[config.mk]
export PLATFORM = sky130hd
export DESIGN_NAME = disp_src_sel_flat
export DESIGN_NICKNAME = d
export VERILOG_FILES = /design/src/rtl/disp_src_sel_if.sv /design/src/rtl/disp_src_sel.sv /design/src/flat_wrapper.sv
export SDC_FILE = /design/constraint.sdc
export NUM_CORES = 1
export LEC_CHECK = 0
export CAP_MARGIN = 20
export CORE_ASPECT_RATIO = 2
export CORE_MARGIN = 5
export CORE_UTILIZATION = 40
export DETAILED_ROUTE_END_ITERATION = 10
export GPL_ROUTABILITY_DRIVEN = 0
export HOLD_SLACK_MARGIN = 0.08
export PLACE_DENSITY = 0.77
export SLEW_MARGIN = 5
export SYNTH_ARGS = -nofsm -noshare
export SYNTH_HDL_FRONTEND = slang
export SYNTH_SLANG_ARGS = --single-unit
export TNS_END_PERCENT = 10
[constraint.sdc]
create_clock -name clk -period 2.88 [get_ports clk]
set_input_delay 0.72 -clock clk [delete_from_list [all_inputs] [get_ports clk]]
set_output_delay 0.72 -clock clk [all_outputs]
set_load 0.02 [all_outputs]
[src/rtl/disp_src_sel_if.sv]
// Bus between the mode sources and the display-source selector.
// The master side drives sources, select, override and edit mask; the slave returns the display word and status.
interface disp_src_sel_if #(
    parameter int NCH  = 4,
    parameter int NDIG = 4,
    parameter int DW   = 4
);
    logic [NCH-1:0]          sel_onehot;
    logic [NCH*NDIG*DW-1:0]  src_data;
    logic                    ovr_en;
    logic [NDIG*DW-1:0]      ovr_data;
    logic [NDIG-1:0]         edit_mask;
    logic [NDIG*DW-1:0]      disp_out;
    logic [$clog2(NCH)-1:0]  cur_ch;
    logic                    blank_active;
    logic                    sel_err;

    modport master (
        output sel_onehot, src_data, ovr_en, ovr_data, edit_mask,
        input  disp_out, cur_ch, blank_active, sel_err
    );

    modport slave (
        input  sel_onehot, src_data, ovr_en, ovr_data, edit_mask,
        output disp_out, cur_ch, blank_active, sel_err
    );
endinterface

[src/rtl/disp_src_sel.sv]
// Registered display-source selector: one-hot mode select with validation, blanking on channel change,
// per-digit edit blink, and a minigame override word that wins over everything else.
module disp_src_sel #(
    parameter int              NCH        = 4,
    parameter int              NDIG       = 4,
    parameter int              DW         = 4,
    parameter int              BLINK_DIV  = 25_000_000,
    parameter int              BLANK_CYC  = 4,
    parameter logic [DW-1:0]   BLANK_CODE = 4'hF
) (
    input  logic           clk,
    input  logic           rst,
    disp_src_sel_if.slave  bus
);
    localparam int CW        = $clog2(NCH);
    localparam int BW        = $clog2(BLANK_CYC + 2);
    localparam int KW        = $clog2(BLINK_DIV);
    localparam int BCNT_LOAD = (BLANK_CYC > 0) ? BLANK_CYC - 1 : 0;
    localparam int WW        = NDIG * DW;

    typedef enum logic [0:0] {
        SHOW,
        BLANK
    } state_t;

    state_t            state;
    state_t            state_next;
    logic [CW-1:0]     cur_ch;
    logic [CW-1:0]     cur_ch_next;
    logic [BW-1:0]     bcnt;
    logic [BW-1:0]     bcnt_next;

    logic [KW-1:0]     blink_cnt;
    logic [KW-1:0]     blink_cnt_next;
    logic              blink_phase;
    logic              phase_next;
    logic [NDIG-1:0]   prev_mask;
    logic              mask_rise;

    logic              sel_valid;
    logic [CW-1:0]     cand_idx;
    logic [CW-1:0]     cand;
    logic [WW-1:0]     src_word;
    logic [WW-1:0]     disp_next;
    logic [WW-1:0]     disp_q;
    logic              sel_err_q;

    // Anything other than exactly one select bit falls back to the current-time channel.
    always_comb begin
        sel_valid = (bus.sel_onehot != '0) &&
                    ((bus.sel_onehot & (bus.sel_onehot - {{(NCH-1){1'b0}}, 1'b1})) == '0);
        cand_idx = '0;
        for (int i = 0; i < NCH; i++) begin
            if (bus.sel_onehot[i]) begin
                cand_idx = CW'(i);
            end
        end
        cand = sel_valid ? cand_idx : '0;
    end

    always_comb begin
        state_next  = state;
        cur_ch_next = cur_ch;
        bcnt_next   = bcnt;
        case (state)
            SHOW: begin
                if (cand != cur_ch) begin
                    cur_ch_next = cand;
                    if (BLANK_CYC > 0) begin
                        state_next = BLANK;
                        bcnt_next  = BW'(BCNT_LOAD);
                    end
                end
            end
            BLANK: begin
                if (cand != cur_ch) begin
                    cur_ch_next = cand;
                    bcnt_next   = BW'(BCNT_LOAD);
                end else if (bcnt == '0) begin
                    state_next = SHOW;
                end else begin
                    bcnt_next = bcnt - BW'(1);
                end
            end
            default: begin
                state_next = SHOW;
            end
        endcase
    end

    // A fresh edit session restarts the blink so the edited digits show first.
    always_comb begin
        mask_rise      = (prev_mask == '0) && (bus.edit_mask != '0);
        blink_cnt_next = blink_cnt + KW'(1);
        phase_next     = blink_phase;
        if (mask_rise) begin
            blink_cnt_next = '0;
            phase_next     = 1'b1;
        end else if (blink_cnt == KW'(BLINK_DIV - 1)) begin
            blink_cnt_next = '0;
            phase_next     = ~blink_phase;
        end
    end

    always_comb begin
        src_word  = bus.src_data[int'(cur_ch_next) * WW +: WW];
        disp_next = src_word;
        if (bus.ovr_en) begin
            disp_next = bus.ovr_data;
        end else if (state_next == BLANK) begin
            disp_next = {NDIG{BLANK_CODE}};
        end else begin
            for (int d = 0; d < NDIG; d++) begin
                if (bus.edit_mask[d] && !phase_next) begin
                    disp_next[d*DW +: DW] = BLANK_CODE;
                end
            end
        end
    end

    always_ff @(posedge clk) begin
        if (rst) begin
            state       <= SHOW;
            cur_ch      <= '0;
            bcnt        <= '0;
            blink_cnt   <= '0;
            blink_phase <= 1'b1;
            prev_mask   <= '0;
            disp_q      <= {NDIG{BLANK_CODE}};
            sel_err_q   <= 1'b0;
        end else begin
            state       <= state_next;
            cur_ch      <= cur_ch_next;
            bcnt        <= bcnt_next;
            blink_cnt   <= blink_cnt_next;
            blink_phase <= phase_next;
            prev_mask   <= bus.edit_mask;
            disp_q      <= disp_next;
            sel_err_q   <= !sel_valid;
        end
    end

    assign bus.disp_out     = disp_q;
    assign bus.cur_ch       = cur_ch;
    assign bus.blank_active = (state == BLANK);
    assign bus.sel_err      = sel_err_q;
endmodule

[src/flat_wrapper.sv]
// flat-port wrapper written by rule: the top's interface ports become plain ports
module disp_src_sel_flat 
#(
    parameter int              NCH        = 4,
    parameter int              NDIG       = 4,
    parameter int              DW         = 4,
    parameter int              BLINK_DIV  = 25_000_000,
    parameter int              BLANK_CYC  = 4,
    parameter logic [DW-1:0]   BLANK_CODE = 4'hF
)
  (clk, rst, bus_sel_onehot, bus_src_data, bus_ovr_en, bus_ovr_data, bus_edit_mask, bus_disp_out, bus_cur_ch, bus_blank_active, bus_sel_err);
  disp_src_sel_if #(.NCH(NCH), .NDIG(NDIG), .DW(DW)) bus_i ();
  input  logic clk;
  input  logic rst;
  input wire logic [$bits(bus_i.sel_onehot)-1:0] bus_sel_onehot;
  input wire logic [$bits(bus_i.src_data)-1:0] bus_src_data;
  input wire logic [$bits(bus_i.ovr_en)-1:0] bus_ovr_en;
  input wire logic [$bits(bus_i.ovr_data)-1:0] bus_ovr_data;
  input wire logic [$bits(bus_i.edit_mask)-1:0] bus_edit_mask;
  output wire logic [$bits(bus_i.disp_out)-1:0] bus_disp_out;
  output wire logic [$bits(bus_i.cur_ch)-1:0] bus_cur_ch;
  output wire logic [$bits(bus_i.blank_active)-1:0] bus_blank_active;
  output wire logic [$bits(bus_i.sel_err)-1:0] bus_sel_err;
  assign bus_i.sel_onehot = bus_sel_onehot;
  assign bus_i.src_data = bus_src_data;
  assign bus_i.ovr_en = bus_ovr_en;
  assign bus_i.ovr_data = bus_ovr_data;
  assign bus_i.edit_mask = bus_edit_mask;
  assign bus_disp_out = bus_i.disp_out;
  assign bus_cur_ch = bus_i.cur_ch;
  assign bus_blank_active = bus_i.blank_active;
  assign bus_sel_err = bus_i.sel_err;
  disp_src_sel #(.NCH(NCH), .NDIG(NDIG), .DW(DW), .BLINK_DIV(BLINK_DIV), .BLANK_CYC(BLANK_CYC), .BLANK_CODE(BLANK_CODE)) u_core (.clk(clk), .rst(rst), .bus(bus_i));
endmodule
==> impl_summary.log <==
[metrics] outcome: finished, final reports clean
[metrics] largest net degree at the start of global routing: 31
[metrics] register area share after synthesis: between 30% and 40%
[metrics] Most used DFF post-synth: sky130_fd_sc_hd__dfxtp_1
[metrics] worst setup margin: 0.1963 ns
[metrics] cells taking the most area after synthesis: sky130_fd_sc_hd__dfxtp_1, sky130_fd_sc_hd__nor2_1, sky130_fd_sc_hd__mux2_2, sky130_fd_sc_hd__mux2i_1, sky130_fd_sc_hd__xor2_1
[metrics] combined area of all synthesized cells: between 2000 and 3000 µm²
[metrics] DR vias: around 2700
[metrics] initial antenna violation count: 0
[metrics] buffers plus inverters on the worst setup path: 1
[metrics] Num Clock Sinks: 53
[metrics] Commonest cells post-synth: sky130_fd_sc_hd__dfxtp_1, sky130_fd_sc_hd__nor2_1, sky130_fd_sc_hd__a21oi_1
[metrics] Critical Path AT: 2.84 ns
[metrics] Root Driver: sky130_fd_sc_hd__clkbuf_16
[metrics] cell type group with the largest total delay on the critical path: compound AO/OA/AOI/OAI gates
[metrics] TritonRoute pass-1 iters: 4
[metrics] leftover overflow at the end of global routing: 0
[metrics] share of the clock period used by the worst path: about 93%
[metrics] storage element area: ~1100 µm²
[metrics] average vias per placed instance: roughly 5.3
[metrics] mean area per synthesized cell: roughly 9 µm²
[metrics] number of levels the H-tree was split into: 2
[metrics] Worst R2R Path Depth: 7
[metrics] net count of the mapped netlist: ~420
[metrics] fill cell instance count of the final layout: 604
[metrics] number of port buffers: 110
[metrics] delay of the slowest cell on the worst path: 0.56 ns
[metrics] number of buffers between clock root and the deepest sink: 2
[metrics] static leakage: 1.610 nW
[metrics] number of primary I/O pins: 111
[metrics] post-DR wirelength/cell: ~16 µm
[metrics] 1st-iter DRT viols: around 140
[metrics] kind of start point of the critical path: primary input
[metrics] async set or reset register ratio after synthesis: 0%
[metrics] area of the multi-input gates: between 1500 and 2000 µm²
[metrics] highest clock rate: around 370 MHz
[metrics] flip-flop and latch count after synthesis: 53
[metrics] final setup vio count: 0
[metrics] number of buffers inserted for hold repair after clock tree synthesis: 0
[metrics] RSZ-0062 raised after global routing: no
[metrics] highest routing layer actually used: met4
[metrics] routed metal-1 wirelength: between 3000 and 4000 µm
[metrics] clock-pin slew of the registers on the worst-case setup and hold paths: around 0.07 ns
[metrics] Final Hold Violating Endpoints: 0
[metrics] Cell Area, Placed: between 4000 and 5000 µm²
[metrics] via count of the first global-routing pass: approximately 2900
[metrics] antenna fix cells: 0
[metrics] Overall Global Routing Usage: 19.19%
[metrics] Initial Utilization: roughly two fifths
[metrics] Detailed Route WL: 8485 µm
[metrics] maximum fanout along the worst path: 8
[metrics] overall power of the completed layout: about 0.0018 W
[metrics] relative max-transition margin: a little under half
[metrics] proportion of netlist area held by the largest area contributor: 37.36%
[metrics] TritonCTS clock tree: done
[metrics] Post-Route Skew: 0.007264 ns
[metrics] most frequent cell after synthesis: sky130_fd_sc_hd__dfxtp_1
[metrics] count of flip-flops with a built-in enable after synthesis: 0
[metrics] power per standard cell area: approximately 420 nW/µm²
[metrics] hold path depth: 1
[metrics] critical path, cell by cell: clkdlybuf4s50_1 -> or3b_1 -> a2111oi_2 -> o31ai_1 -> a211oi_2 -> a21oi_1
[metrics] max-cap viol count: 0
[metrics] Post-CTS Setup Repair Bufs: 0
[metrics] largest vdd supply drop: between 300 and 400 µV
[metrics] HPWL after detailed placement: between 6000 and 7000 µm
[metrics] area added between synthesis and finish: 46.56%
[metrics] Critical Path RT: roughly 3 ns
[metrics] Skew-Pair Late Insertion Delay: around 0.29 ns
[metrics] pre-CTS setup slack: -0.05541 ns
[metrics] drc violations: 0
[metrics] number of instances in the synthesized netlist: ~320
[metrics] final period demand of the worst path: approximately 2.7 ns
[metrics] CTS Buf Count: 5
[metrics] Antenna Nets Post-Route: 0
[metrics] std cell rows: 43
[metrics] post-synthesis cell type count: 43
[metrics] DIE AREA: approximately 9000 µm²
[metrics] final instance area: 4163 µm²
[metrics] Synth warnings: 0
[metrics] number of gates given a new drive strength after cts: 0
[metrics] Setup Crit Path Kind: primary input to register
[metrics] WP depth: 6
[metrics] Worst path slowest cell: sky130_fd_sc_hd__clkdlybuf4s50_1
[metrics] overall die width: just under 70 µm
[metrics] Die Height: approximately 130 µm
[metrics] final-report max-slew violation count: 0
[metrics] Core Region: 6940 µm²
[metrics] worst hold path class: register to register
[metrics] Nets: 520
[metrics] routed length on met3: roughly 370 µm
[metrics] fraction of layout instances using a drive strength above 1: approximately a tenth
[metrics] dominant cell type by area after synthesis: sky130_fd_sc_hd__dfxtp_1
[metrics] Critical Path End Type: register
[metrics] amount of wire on met2 after detailed routing: approximately 4900 µm
[metrics] global-route wire length before repair: 13940 µm
[metrics] slew at the pin closest to its max-slew limit: just over 0.8 ns
==> worst register-to-register path, stage by stage (launching register included) <==
cell and delay [ns]:
sky130_fd_sc_hd__dfxtp_1 0.39, sky130_fd_sc_hd__ha_1 0.26, sky130_fd_sc_hd__nand3_1 0.13, sky130_fd_sc_hd__nor2_1 0.30, sky130_fd_sc_hd__and4_1 0.45, sky130_fd_sc_hd__nand2b_1 0.16
sky130_fd_sc_hd__buf_4 0.26, sky130_fd_sc_hd__nor2_1 0.10
==> kinds of logic (layout without fill, tap and decap cells) <==
group / Yosys count / in the layout / share of synthesized area, %
and+or+nand+nor: 127 / 127 / 24.27
DFF: 53 / 53 / 37.36
AOI/OAI and AO/OA: 51 / 51 / 11.59
muxes: 32 / 32 / 11.98
buffers and inverters: 30 / 134 / 5.154
xor gates and xnor gates: 27 / 27 / 8.326
adders and majority gates: 3 / 3 / 1.322
==> placed cells by master, fill, tap and decap left out, drive strengths merged, types with 6 or more instances in the layout <==
cell / instances
nor2: 49
buf: 8
mux2i: 16
mux2: 16
and3: 10
a21oi: 21
nand4: 8
xor2: 18
dfxtp: 53
clkbuf: 6
clkdlybuf4s50: 110
nand2: 9
nor4: 6
inv: 8
o22ai: 16
xnor2: 9
nand3: 10
==> registers in the layout, indices dropped and copies added, names as in the netlist <==
| register | cells |
|---|---|
| u_core.blink_cnt | 25 |
| u_core.prev_mask | 4 |
| u_core.bus.cur_ch | 2 |
| u_core.bus.sel_err | 1 |
| u_core.bcnt | 3 |
| u_core.blink_phase | 1 |
| u_core.bus.blank_active | 1 |
| u_core.bus.disp_out | 16 |
==> per-layer routing <==
metal / GRT usage, % / vias up
li1: - / 1349
met1: 18.01 / 1281
met2: 39.92 / 78
met3: 4.037 / 13
met4: 6.099 / 0
met5: 0 / -
==> layout make-up <==
class,instances,area share [%]
multi-input combinational,240,39.22
timing repair buffer,118,28.19
sequential,53,25.49
clock buffer,6,3.336
tap,90,2.705
inverter,8,0.7214
clock inverter,2,0.3306
==> where the power goes <==
group / internal [W] / leakage (nW) / switching [W]
registers: 0.000766 / 0.434 / 0.0000135
clock network: 0.000346 / 0.0768 / 0.000256
logic: 0.000224 / 1.10 / 0.000160
==> path summary, 6_finish.rpt <==
path	from	to	slack, ns
max	bus_sel_onehot[3]	u_core.bus.disp_out[0]	0.20
min	u_core.blink_cnt[0]	u_core.blink_cnt[0]	0.49
max reg2reg	u_core.blink_cnt[0]	u_core.blink_cnt[19]	0.72
min reg2reg	u_core.blink_cnt[0]	u_core.blink_cnt[0]	0.49
==> stage by stage <==
step	hold WS, ns	util (%)	TNS [ns]	cells
floorplan	0.4413	-	0	323
global placement	0.4569	57.78	0	509
detailed placement	0.4846	57.78	-0.5160	509
CTS	0.5007	59.98	0	517
global route	0.5321	59.98	0	517
finish	0.4889	59.98	0	517
Power figures use the tool's default switching activity.
==> patch (config.mk and constraints unchanged) <==
Reset style: asynchronous (`rst`), changed in one clocked block.
--- a/src/rtl/disp_src_sel.sv
+++ b/src/rtl/disp_src_sel.sv
@@ -118,7 +118,7 @@
         end
     end
 
-    always_ff @(posedge clk) begin
+    always_ff @(posedge clk or posedge rst) begin
         if (rst) begin
             state       <= SHOW;
             cur_ch      <= '0;
Formal check against the unedited RTL: differs if rst is asserted again (counterexample within 4 cycles, from zero or initial values and one cycle with rst high); with rst held inactive, the same outputs for 10 cycles.
==> patch against the original RTL <==
Global-route usage up 0.28 points. Setup slack better by 0.15 ns. Power grew 26%. Synthesized area up 21%. Final area up 16%. Combinational power up 68%. Critical path depth is the same. Sequential cell count unchanged. Routed wire length is 17% higher. Via count rose by 25%. Sequential power increased by 19%.
==> patch: results (changes against the original RTL) <==
- Nets: 577 (+11%)
- Pre-antenna DRT Iters: 4 (unchanged)
- Peak VDD IR: 0.0002594 V (-20%)
- Largest fanout on the critical path: 17 (+9)
- Share of cells above drive strength 1: 11.98% (+1.4 points)
- Hold path startpoint: u_core.blink_cnt[0]$_DFF_PP0_
- Syn_area_per_cell: 9.049 um^2 (+2.9%)
- Leakage: 1.889 nW (+17%)
- Starting DRT DRC Count: 218 (+57%)
- Placed cell count: 573 (+13%)
- Crit path launch: bus_sel_onehot[1]
- Reg2reg start: u_core.blink_cnt[7]$_DFF_PP0_
- Post-synthesis sequential area ratio: 39.29% (+1.9 points)
- Drt wl/cell: 17.08 um (+4.1%)
- Pre-CTS setup slack: -0.01987 ns (+0.03554 ns)
- Placed cell area: 0.004661 mm^2 (+16%)
- Vias in the first global route: 3607 (+26%)
- Total length of routed wires: 9941 um (+17%)
- Fillers: 748 (+24%)
- Netlist cell types: 47 (+9.3%)
- Worst Path Arrival: 2.74 ns (-0.10 ns)
- Clock skew: 0.004465 ns (-0.002799 ns)
- Top cells by area, synth: dfrtp_1 26%, dfstp_2 13%, o31ai_1 4.8%, a41oi_1 4.1%, and3_1 4.0%
- Run status: finished clean
- R2R depth: 4 (-3)
- FF-to-FF End: u_core.bus.disp_out[1]$_DFF_PP1_
- Synthesized net count: 473 (+13%)
- Vias per cell: 5.828 (+11%)
- Synth async-reset ratio: 100.0% (+100 points)
- CP max-delay cell: or3_1
- Top post-synthesis cells by count: 36 x dfrtp_1, 25 x inv_1, 22 x and3_1, 22 x o31ai_1, 20 x clkbuf_1
- DPL Wire Length: 8071 um (+20%)
- Reg2reg setup slack: 0.50 ns (-0.22 ns)
- Gr usage total: 19.47% (+0.28 points)
- Hold worst-path end: u_core.blink_cnt[0]$_DFF_PP0_
- Largest net degree at the start of global routing: 35 (+13%)
-- patch: routing by layer --
metal / track usage (%) / part of all wire [%]
met1: 20.65 / 35
met2: 35.07 / 56
met3: 3.778 / 6.0
met4: 9.217 / 2.8
met5: 0 / 0
-- patch: layout make-up --
type                    count  area [um^2]  area share [%]
multi-input cells         273         1878           38.83
flip-flops and latches     53         1348           27.86
repair buffers            125         1232           25.48
clock buffers               7        153.9           3.182
well taps                  98        122.6           2.535
inverters                  25        93.84           1.940
clock inverters             1        8.758          0.1811
-- patch: cell families (layout without fill, tap and decap cells) --
family	after synthesis	after routing	synth area share, %
and+or+nand+nor	150	150	26.19
AOI/OAI and AO/OA	107	107	23.75
xor gates and xnor gates	13	13	3.320
buffers and inverters	53	158	6.348
adders and majority gates	3	3	1.095
DFF	53	53	39.29
-- patch: worst max-delay path by stage --
stage,to,slack [ns],depth (start not counted)
after floorplan,u_core.bus.disp_out[6]$_DFF_PP1_,0.53,6
after global placement,u_core.bus.disp_out[2]$_DFF_PP1_,0.07,6
after detailed placement,u_core.bus.disp_out[4]$_DFF_PP1_,-0.02,6
after CTS,u_core.bus.disp_out[4]$_DFF_PP1_,0.29,6
after global routing,u_core.bus.disp_out[0]$_DFF_PP1_,0.26,6
final,u_core.bus.disp_out[0]$_DFF_PP1_,0.35,6
-- patch: report_power, final --
| part | total (mW) | switching [mW] | internal (mW) |
|---|---|---|---|
| logic | 0.646 | 0.314 | 0.332 |
| registers | 0.929 | 0.0676 | 0.861 |
| clock network | 0.655 | 0.276 | 0.379 |
| total | 2.23 | 0.658 | 1.57 |
